**src/rtl/videofb_pkg.sv**
```systemverilog
// Shared types and sizing for the video framebuffer line-fetch arbiter.
// FSM state encoding, default geometry and line-buffer index width.
package videofb_pkg;

    localparam int LINE_BYTES_DEF = 80;
    localparam int ADDR_W_DEF     = 16;
    localparam int LB_IDX_W       = 7;
    localparam int LB_DEPTH       = 1 << LB_IDX_W;

    typedef enum logic [1:0] {
        S_IDLE,
        S_FETCH,
        S_CPU_ISSUE,
        S_CPU_DONE
    } state_e;

endpackage

```
**src/rtl/videofb_arbiter_if.sv**
```systemverilog
// CPU access bus of the framebuffer arbiter: level request held until a one-cycle ack.
// The master modport is the CPU side, the slave modport is the arbiter side.
interface videofb_arbiter_if
    import videofb_pkg::*;
#(
    parameter int ADDR_W = ADDR_W_DEF
) ();

    logic              cpu_req;
    logic              cpu_we;
    logic [ADDR_W-1:0] cpu_addr;
    logic [7:0]        cpu_wdata;
    logic              cpu_ack;
    logic [7:0]        cpu_rdata;

    modport master (
        output cpu_req,
        output cpu_we,
        output cpu_addr,
        output cpu_wdata,
        input  cpu_ack,
        input  cpu_rdata
    );

    modport slave (
        input  cpu_req,
        input  cpu_we,
        input  cpu_addr,
        input  cpu_wdata,
        output cpu_ack,
        output cpu_rdata
    );

endinterface

```
**src/rtl/videofb_linebuf.sv**
```systemverilog
// Dual-bank 2 x 128 x 8 line buffer: one write port, one registered read port.
// Reads at or beyond LINE_BYTES return zero.
module videofb_linebuf
    import videofb_pkg::*;
#(
    parameter int LINE_BYTES = LINE_BYTES_DEF
) (
    input  logic                clk,
    input  logic                reset,
    input  logic                i_wr_en,
    input  logic                i_wr_bank,
    input  logic [LB_IDX_W-1:0] i_wr_idx,
    input  logic [7:0]          i_wr_data,
    input  logic                i_rd_bank,
    input  logic [LB_IDX_W-1:0] i_rd_idx,
    output logic [7:0]          o_rd_data
);

    logic [7:0] r_mem [0:2*LB_DEPTH-1];
    logic [7:0] r_rd_data;

    // NOTE: the storage array has no reset; its contents are undefined after reset and a reset term would prevent RAM inference.
    always_ff @(posedge clk) begin
        if (i_wr_en) begin
            r_mem[{i_wr_bank, i_wr_idx}] <= i_wr_data;
        end
    end

    always_ff @(posedge clk) begin
        if (reset) begin
            r_rd_data <= '0;
        end else if ({1'b0, i_rd_idx} >= 8'(LINE_BYTES)) begin
            r_rd_data <= '0;
        end else begin
            r_rd_data <= r_mem[{i_rd_bank, i_rd_idx}];
        end
    end

    assign o_rd_data = r_rd_data;

endmodule

```
**src/rtl/videofb_arbiter.sv**
```systemverilog
// Single-port framebuffer RAM arbiter: per-line display fetch into a ping-pong buffer plus CPU access.
// Build option: define VIDEOFB_CPU_FAIR_EN to let a waiting CPU in after every 8th fetch read.
module videofb_arbiter
    import videofb_pkg::*;
#(
    parameter int LINE_BYTES = LINE_BYTES_DEF,
    parameter int ADDR_W     = ADDR_W_DEF
) (
    input  logic                clk,
    input  logic                reset,
    input  logic                i_line_start,
    input  logic [ADDR_W-1:0]   i_line_base,
    input  logic [LB_IDX_W-1:0] i_disp_rd_addr,
    output logic [7:0]          o_disp_rd_data,
    videofb_arbiter_if.slave    cpu_bus,
    output logic [ADDR_W-1:0]   o_ram_addr,
    output logic                o_ram_we,
    output logic [7:0]          o_ram_wdata,
    input  logic [7:0]          i_ram_rdata,
    output logic                o_overrun
);

    localparam logic [LB_IDX_W-1:0] LAST_IDX = LB_IDX_W'(LINE_BYTES - 1);

    state_e                r_state;
    logic                  r_wr_bank;
    logic [ADDR_W-1:0]     r_fetch_addr;
    logic [ADDR_W-1:0]     r_ram_addr;
    logic                  r_ram_we;
    logic [7:0]            r_ram_wdata;
    logic [LB_IDX_W-1:0]   r_fetch_idx;
    logic [LB_IDX_W-1:0]   r_wb_idx;
    logic                  r_issuing;
    logic                  r_wb_valid;
    logic                  r_ls_pending;
    logic [ADDR_W-1:0]     r_ls_base;
    logic                  r_cpu_ack;
    logic                  r_cpu_we;
    logic                  r_overrun;
    logic                  r_resume;

    logic                  w_start_fetch;
    logic                  w_overrun_hit;
    logic [ADDR_W-1:0]     w_new_base;

    // A line_start seen during a CPU access is deferred to the end of CPU_DONE.
    assign w_start_fetch = (r_state == S_CPU_DONE) ? (i_line_start | r_ls_pending)
                                                   : (i_line_start && (r_state != S_CPU_ISSUE));
    assign w_new_base    = i_line_start ? i_line_base : r_ls_base;
    assign w_overrun_hit = i_line_start && ((r_state == S_FETCH) || r_resume);

    always_ff @(posedge clk) begin
        if (reset) begin
            r_state      <= S_IDLE;
            r_wr_bank    <= 1'b0;
            r_fetch_addr <= '0;
            r_ram_addr   <= '0;
            r_ram_we     <= 1'b0;
            r_ram_wdata  <= '0;
            r_fetch_idx  <= '0;
            r_wb_idx     <= '0;
            r_issuing    <= 1'b0;
            r_wb_valid   <= 1'b0;
            r_ls_pending <= 1'b0;
            r_ls_base    <= '0;
            r_cpu_ack    <= 1'b0;
            r_cpu_we     <= 1'b0;
            r_overrun    <= 1'b0;
            r_resume     <= 1'b0;
        end else begin
            // NOTE: single-cycle strobes default low so any path that does not raise them drops them.
            r_ram_we   <= 1'b0;
            r_cpu_ack  <= 1'b0;
            r_wb_valid <= 1'b0;

            if (i_line_start) begin
                r_wr_bank <= ~r_wr_bank;
            end
            if (w_overrun_hit) begin
                r_overrun <= 1'b1;
            end

            if (w_start_fetch) begin
                r_state      <= S_FETCH;
                r_fetch_addr <= w_new_base;
                r_ram_addr   <= w_new_base;
                r_fetch_idx  <= '0;
                r_issuing    <= 1'b1;
                r_ls_pending <= 1'b0;
                r_resume     <= 1'b0;
            end else begin
                unique case (r_state)
                    S_IDLE: begin
                        if (cpu_bus.cpu_req) begin
                            r_state     <= S_CPU_ISSUE;
                            r_ram_addr  <= cpu_bus.cpu_addr;
                            r_ram_we    <= cpu_bus.cpu_we;
                            r_ram_wdata <= cpu_bus.cpu_wdata;
                            r_cpu_we    <= cpu_bus.cpu_we;
                        end
                    end
                    S_FETCH: begin
                        r_wb_valid <= r_issuing;
                        r_wb_idx   <= r_fetch_idx;
                        if (!r_issuing) begin
                            r_state <= S_IDLE;
                        end else if (r_fetch_idx == LAST_IDX) begin
                            r_issuing <= 1'b0;
                        end else begin
                            r_fetch_idx  <= r_fetch_idx + 1'b1;
                            r_fetch_addr <= r_fetch_addr + 1'b1;
                            r_ram_addr   <= r_fetch_addr + 1'b1;
`ifdef VIDEOFB_CPU_FAIR_EN
                            // Yield after reads 8, 16, ...; the fetch context is kept in r_fetch_*.
                            if (cpu_bus.cpu_req && (r_fetch_idx[2:0] == 3'd7)) begin
                                r_state     <= S_CPU_ISSUE;
                                r_resume    <= 1'b1;
                                r_ram_addr  <= cpu_bus.cpu_addr;
                                r_ram_we    <= cpu_bus.cpu_we;
                                r_ram_wdata <= cpu_bus.cpu_wdata;
                                r_cpu_we    <= cpu_bus.cpu_we;
                            end
`endif
                        end
                    end
                    S_CPU_ISSUE: begin
                        r_state   <= S_CPU_DONE;
                        r_cpu_ack <= 1'b1;
                        if (i_line_start) begin
                            r_ls_pending <= 1'b1;
                            r_ls_base    <= i_line_base;
                        end
                    end
                    S_CPU_DONE: begin
                        if (r_resume) begin
                            r_state    <= S_FETCH;
                            r_ram_addr <= r_fetch_addr;
                            r_resume   <= 1'b0;
                        end else begin
                            r_state <= S_IDLE;
                        end
                    end
                    default: r_state <= S_IDLE;
                endcase
            end
        end
    end

    videofb_linebuf #(
        .LINE_BYTES (LINE_BYTES)
    ) u_linebuf (
        .clk       (clk),
        .reset     (reset),
        .i_wr_en   (r_wb_valid),
        .i_wr_bank (r_wr_bank),
        .i_wr_idx  (r_wb_idx),
        .i_wr_data (i_ram_rdata),
        .i_rd_bank (~r_wr_bank),
        .i_rd_idx  (i_disp_rd_addr),
        .o_rd_data (o_disp_rd_data)
    );

    assign cpu_bus.cpu_ack   = r_cpu_ack;
    assign cpu_bus.cpu_rdata = (r_cpu_ack && !r_cpu_we) ? i_ram_rdata : 8'h00;
    assign o_ram_addr        = r_ram_addr;
    assign o_ram_we          = r_ram_we;
    assign o_ram_wdata       = r_ram_wdata;
    assign o_overrun         = r_overrun;

endmodule

```
**src/flat_wrapper.sv**
```systemverilog
// flat-port wrapper written by rule: the top's interface ports become plain ports
module videofb_arbiter_flat import videofb_pkg::*;
#(
    parameter int LINE_BYTES = LINE_BYTES_DEF,
    parameter int ADDR_W     = ADDR_W_DEF
)
  (clk, reset, i_line_start, i_line_base, i_disp_rd_addr, o_disp_rd_data, o_ram_addr, o_ram_we, o_ram_wdata, i_ram_rdata, o_overrun, cpu_bus_cpu_req, cpu_bus_cpu_we, cpu_bus_cpu_addr, cpu_bus_cpu_wdata, cpu_bus_cpu_ack, cpu_bus_cpu_rdata);
  videofb_arbiter_if #(.ADDR_W(ADDR_W)) cpu_bus_i ();
  input  logic clk;
  input  logic reset;
  input  logic i_line_start;
  input  logic [ADDR_W-1:0] i_line_base;
  input  logic [LB_IDX_W-1:0] i_disp_rd_addr;
  output logic [7:0] o_disp_rd_data;
  output logic [ADDR_W-1:0] o_ram_addr;
  output logic o_ram_we;
  output logic [7:0] o_ram_wdata;
  input  logic [7:0] i_ram_rdata;
  output logic o_overrun;
  input wire logic [$bits(cpu_bus_i.cpu_req)-1:0] cpu_bus_cpu_req;
  input wire logic [$bits(cpu_bus_i.cpu_we)-1:0] cpu_bus_cpu_we;
  input wire logic [$bits(cpu_bus_i.cpu_addr)-1:0] cpu_bus_cpu_addr;
  input wire logic [$bits(cpu_bus_i.cpu_wdata)-1:0] cpu_bus_cpu_wdata;
  output wire logic [$bits(cpu_bus_i.cpu_ack)-1:0] cpu_bus_cpu_ack;
  output wire logic [$bits(cpu_bus_i.cpu_rdata)-1:0] cpu_bus_cpu_rdata;
  assign cpu_bus_i.cpu_req = cpu_bus_cpu_req;
  assign cpu_bus_i.cpu_we = cpu_bus_cpu_we;
  assign cpu_bus_i.cpu_addr = cpu_bus_cpu_addr;
  assign cpu_bus_i.cpu_wdata = cpu_bus_cpu_wdata;
  assign cpu_bus_cpu_ack = cpu_bus_i.cpu_ack;
  assign cpu_bus_cpu_rdata = cpu_bus_i.cpu_rdata;
  videofb_arbiter #(.LINE_BYTES(LINE_BYTES), .ADDR_W(ADDR_W)) u_core (.clk(clk), .reset(reset), .i_line_start(i_line_start), .i_line_base(i_line_base), .i_disp_rd_addr(i_disp_rd_addr), .o_disp_rd_data(o_disp_rd_data), .cpu_bus(cpu_bus_i), .o_ram_addr(o_ram_addr), .o_ram_we(o_ram_we), .o_ram_wdata(o_ram_wdata), .i_ram_rdata(i_ram_rdata), .o_overrun(o_overrun));
endmodule
```
**config.mk**
```make
export PLATFORM = sky130hd
export DESIGN_NAME = videofb_arbiter_flat
export DESIGN_NICKNAME = d
export VERILOG_FILES = /design/src/rtl/videofb_pkg.sv /design/src/rtl/videofb_arbiter_if.sv /design/src/rtl/videofb_linebuf.sv /design/src/rtl/videofb_arbiter.sv /design/src/flat_wrapper.sv
export SDC_FILE = /design/constraint.sdc
export NUM_CORES = 2
export LEC_CHECK = 0
export CORE_MARGIN = 1.5
export CORE_UTILIZATION = 46
export DETAILED_ROUTE_END_ITERATION = 16
export SLEW_MARGIN = 20
export SYNTH_ARGS = -nofsm -noshare
export SYNTH_HDL_FRONTEND = slang
export SYNTH_HIERARCHICAL = 1
export SYNTH_SLANG_ARGS = --single-unit
export TNS_END_PERCENT = 50
```
**constraint.sdc**
```tcl
create_clock -name clk -period 2.19 [get_ports clk]
set_input_delay 0.438 -clock clk [delete_from_list [all_inputs] [get_ports clk]]
set_output_delay 0.438 -clock clk [all_outputs]
set_load 0.05 [all_outputs]
```
==> summary.md <==
| Metric | Value |
|---|---|
| Worst-Margin Slew | 1.04 ns |
| Synthesized Nets | between 4000 and 5000 |
| Die H | ~430 µm |
| Initial Util | 46.2% |
| Critical path capture point type | register |
| Fraction of layout cells with a size suffix above 1 | approximately 33% |
| Ys flop type | edfxtp_1 |
| Endpoints failing setup | 7 |
| Fill count | 13800 |
| Die area | 0.184 mm² |
| Minimum clock period | about 2.4 ns |
| Port buffer count | 102 |
| Kind of critical path | register to register |
| Slowest CP cell | mux4_2 |
| Antenna violations before repair | 2 |
| Grt total ovfl | 0 |
| Finished Layout Cells | around 8000 |
| Drt via density | 6.04 |
| Ports | approximately 100 |
| Vias | 47000 |
| Total GRT Usage | 26.0% |
| Final Hold Vio Count | 0 |
| Clock sinks | 2088 |
| WL/cell | 30.9 µm |
| Final setup margin | -0.256 ns |
| Area share of the largest cell type after synthesis | 72.0% |
| Final Core Density | 55.9% |
| Crit path DAT | between 3 and 4 ns |
| DRT Pass-1 Iters | 6 |
| Detailed Route WL | 241000 µm |
| Part of the Yosys area used for sequential elements | 74.1% |
| Synth Register Bits | between 2000 and 2500 |
| CP max FO | 1 |
| Critical path's largest stage delay | 0.59 ns |
| H-tree depth | 4 |
| Synth Instances | 4302 |
| Clk root buf | clkbuf_16 |
| Max Cap Viol | 0 |
| HP Class | input port to register |
| WP buf/inv | 2 |
| Syn_area_per_cell | 19.4 µm² |
| DIE WIDTH | 429 µm |
| First-pass GRT wire length | 341000 µm |
| CTS tree | built |
| Top-count cell post-synth | edfxtp_1 |
| Cell taking the most area after synthesis | edfxtp_1 |
| Worst path most repeated cell | buf_4 |
| NumNets Final | 5296 |
| Synth Cell Area | about 0.083 mm² |
| Startpoint Class | register |
| Dpl hpwl | about 160000 µm |
| Failing checks | negative setup slack |
| Leakage | 33.7 nW |
| # DRC | 0 |
| Worst-case clock buffer depth | 3 |
| CP Data Required Time | 2.93 ns |
| Hold WS | 0.0578 ns |
| Most common library cells after synthesis | edfxtp_1, mux4_2, nor2_1, mux2i_1, nand2_1 |
| Yosys warns | 6 |
| Number of distinct library cells after synthesis | 100 |
| RSZ-0062 raised after global routing | true |
| Final total power | 85.3 mW |
| Post-synth EDFFs | 2000 |
| Pins Over Slew Limit | 0 |
| Status | complete, but fails checks |
| Num CTS Buffers | 208 |
| Post-DRT Antenna Nets | 0 |
| Crit-path cells | mux4_2, a22o_1, a211oi_2, buf_4, a311oi_2, o21a_1, a2111oi_4, buf_4, nor4_2 |
| Area Overhead vs Synth | 21.0% |
| Synth top area cells | edfxtp_1, mux4_2, mux4_1, mux2i_1, dfxtp_1 |
| Placer congestion estimate | 0.931 |
| Power per Cell Area | 845 mW/mm² |
| Num rows | around 160 |
| Max VDD drop | between 0.9 and 1 mV |
| CTS clk-pin slew, worst paths | 0.06 ns |
| Tcrit/Tclk final | 112% |
| Asr flop ratio synth | 0% |
| Worst Clk Skew | 0.0477 ns |
| Slew headroom | 30.1% |
| Vias in the first global route | 46200 |
| 1st-iter DRT viols | 5637 |
| Core footprint | 0.180 mm² |
| Seq. cell area | just over 0.06 mm² |
| F_max | 409 MHz |
| CP top delay family | compound AO/OA/AOI/OAI gates |
| Reg2Reg Setup Slack | -0.26 ns |
| Largest net degree at the start of global routing | 119 |
| Dpl cells | 7389 |
| Clock Latency Late Sink | between 0.8 and 0.9 ns |
| Area of the multi-input gates | between 0.015 and 0.02 mm² |
cell families after synthesis:
| family | synth area share [%] |
|---|---|
| adders and majority gates | 0.0300 |
| buffers and inverters | 2.54 |
| xor gates and xnor gates | 0.105 |
| AOI/OAI and AO/OA | 4.85 |
| DFF | 74.1 |
| muxes | 14.4 |
| and+or+nand+nor | 3.93 |
sequential cells by signal (all words and copies together) (netlist names), 2 cells and up:
signal                      cells
u_core/r_fetch_idx              7
u_core/r_state                  2
u_core/r_ls_base               16
u_core/u_linebuf/r_mem       2000
u_core/o_ram_addr              16
u_core/r_fetch_addr            16
u_core/r_wb_idx                 7
u_core/o_ram_wdata              8
u_core/u_linebuf/o_rd_data      8
report_power, final:
part | switching (mW) | internal [mW]
clock network | 15.5 | 20.0
logic | 3.51 | 2.35
registers | 0.113 | 43.8
per-stage QoR:
step | setup TNS (ns) | instance area, µm² | setup slack, ns
5_1_grt | -1.66 | 101000 | -0.276
6_report | -0.914 | 101000 | -0.256
2_1_floorplan | -1.03 | 83400 | -0.152
4_1_cts | -1.34 | 101000 | -0.235
3_3_place_gp | -65.30 | 93500 | -1.46
3_5_place_dp | -74.38 | 93500 | -1.42
repair_timing:
action,CTS,global route
gates resized for setup,187,27
endpoints found under the hold margin,46,0
pin swaps,15,5
setup buffers,3,0
hold buffers,4,0
setup endpoints to repair,402,176
layout by cell type, fill, tap and decap left out, types with 46 or more instances in the layout:
| master | n |
|---|---|
| nor2_1 | 282 |
| a21oi_1 | 127 |
| nor2_2 | 48 |
| nand2_1 | 161 |
| buf_12 | 122 |
| edfxtp_1 | 2000 |
| a22oi_1 | 83 |
| mux2i_1 | 195 |
| mux4_1 | 71 |
| o21ai_0 | 49 |
| clkbuf_16 | 209 |
| clkbuf_1 | 46 |
| dfxtp_1 | 85 |
| mux4_2 | 347 |
| nand3_1 | 58 |
| buf_4 | 781 |
| clkinv_1 | 63 |
per-layer routing:
layer	GRT usage [%]	part of all wire, %	vias to the layer above
li1	-	-	19600
met1	36.5	41	24700
met2	40.8	47	2307
met3	4.67	8.3	408
met4	9.47	3.6	0
met5	0	0	-
worst paths after layout:
kind | end | startpoint | depth (start not counted)
setup / recovery | u_core/u_linebuf/o_rd_data[3] | u_core/u_linebuf/r_mem[53][3] | 9
hold / removal | u_core/u_linebuf/r_mem[198][6] | i_ram_rdata[6] | 1
setup reg to reg | u_core/u_linebuf/o_rd_data[3] | u_core/u_linebuf/r_mem[53][3] | 9
hold reg to reg | u_core/r_ls_base[9] | u_core/r_ls_base[9] | 2
final cells by class:
class                      instances  share of cell area, %
clock inverter                   136                   1.41
tap                             2370                   2.94
clock buffer                     255                   5.36
multi-input combinational       1925                   19.8
inverter                          17                 0.0657
antenna                            2                0.00496
sequential                      2088                   61.3
timing repair buffer             994                   9.15
(Power assumes the default switching activity.)
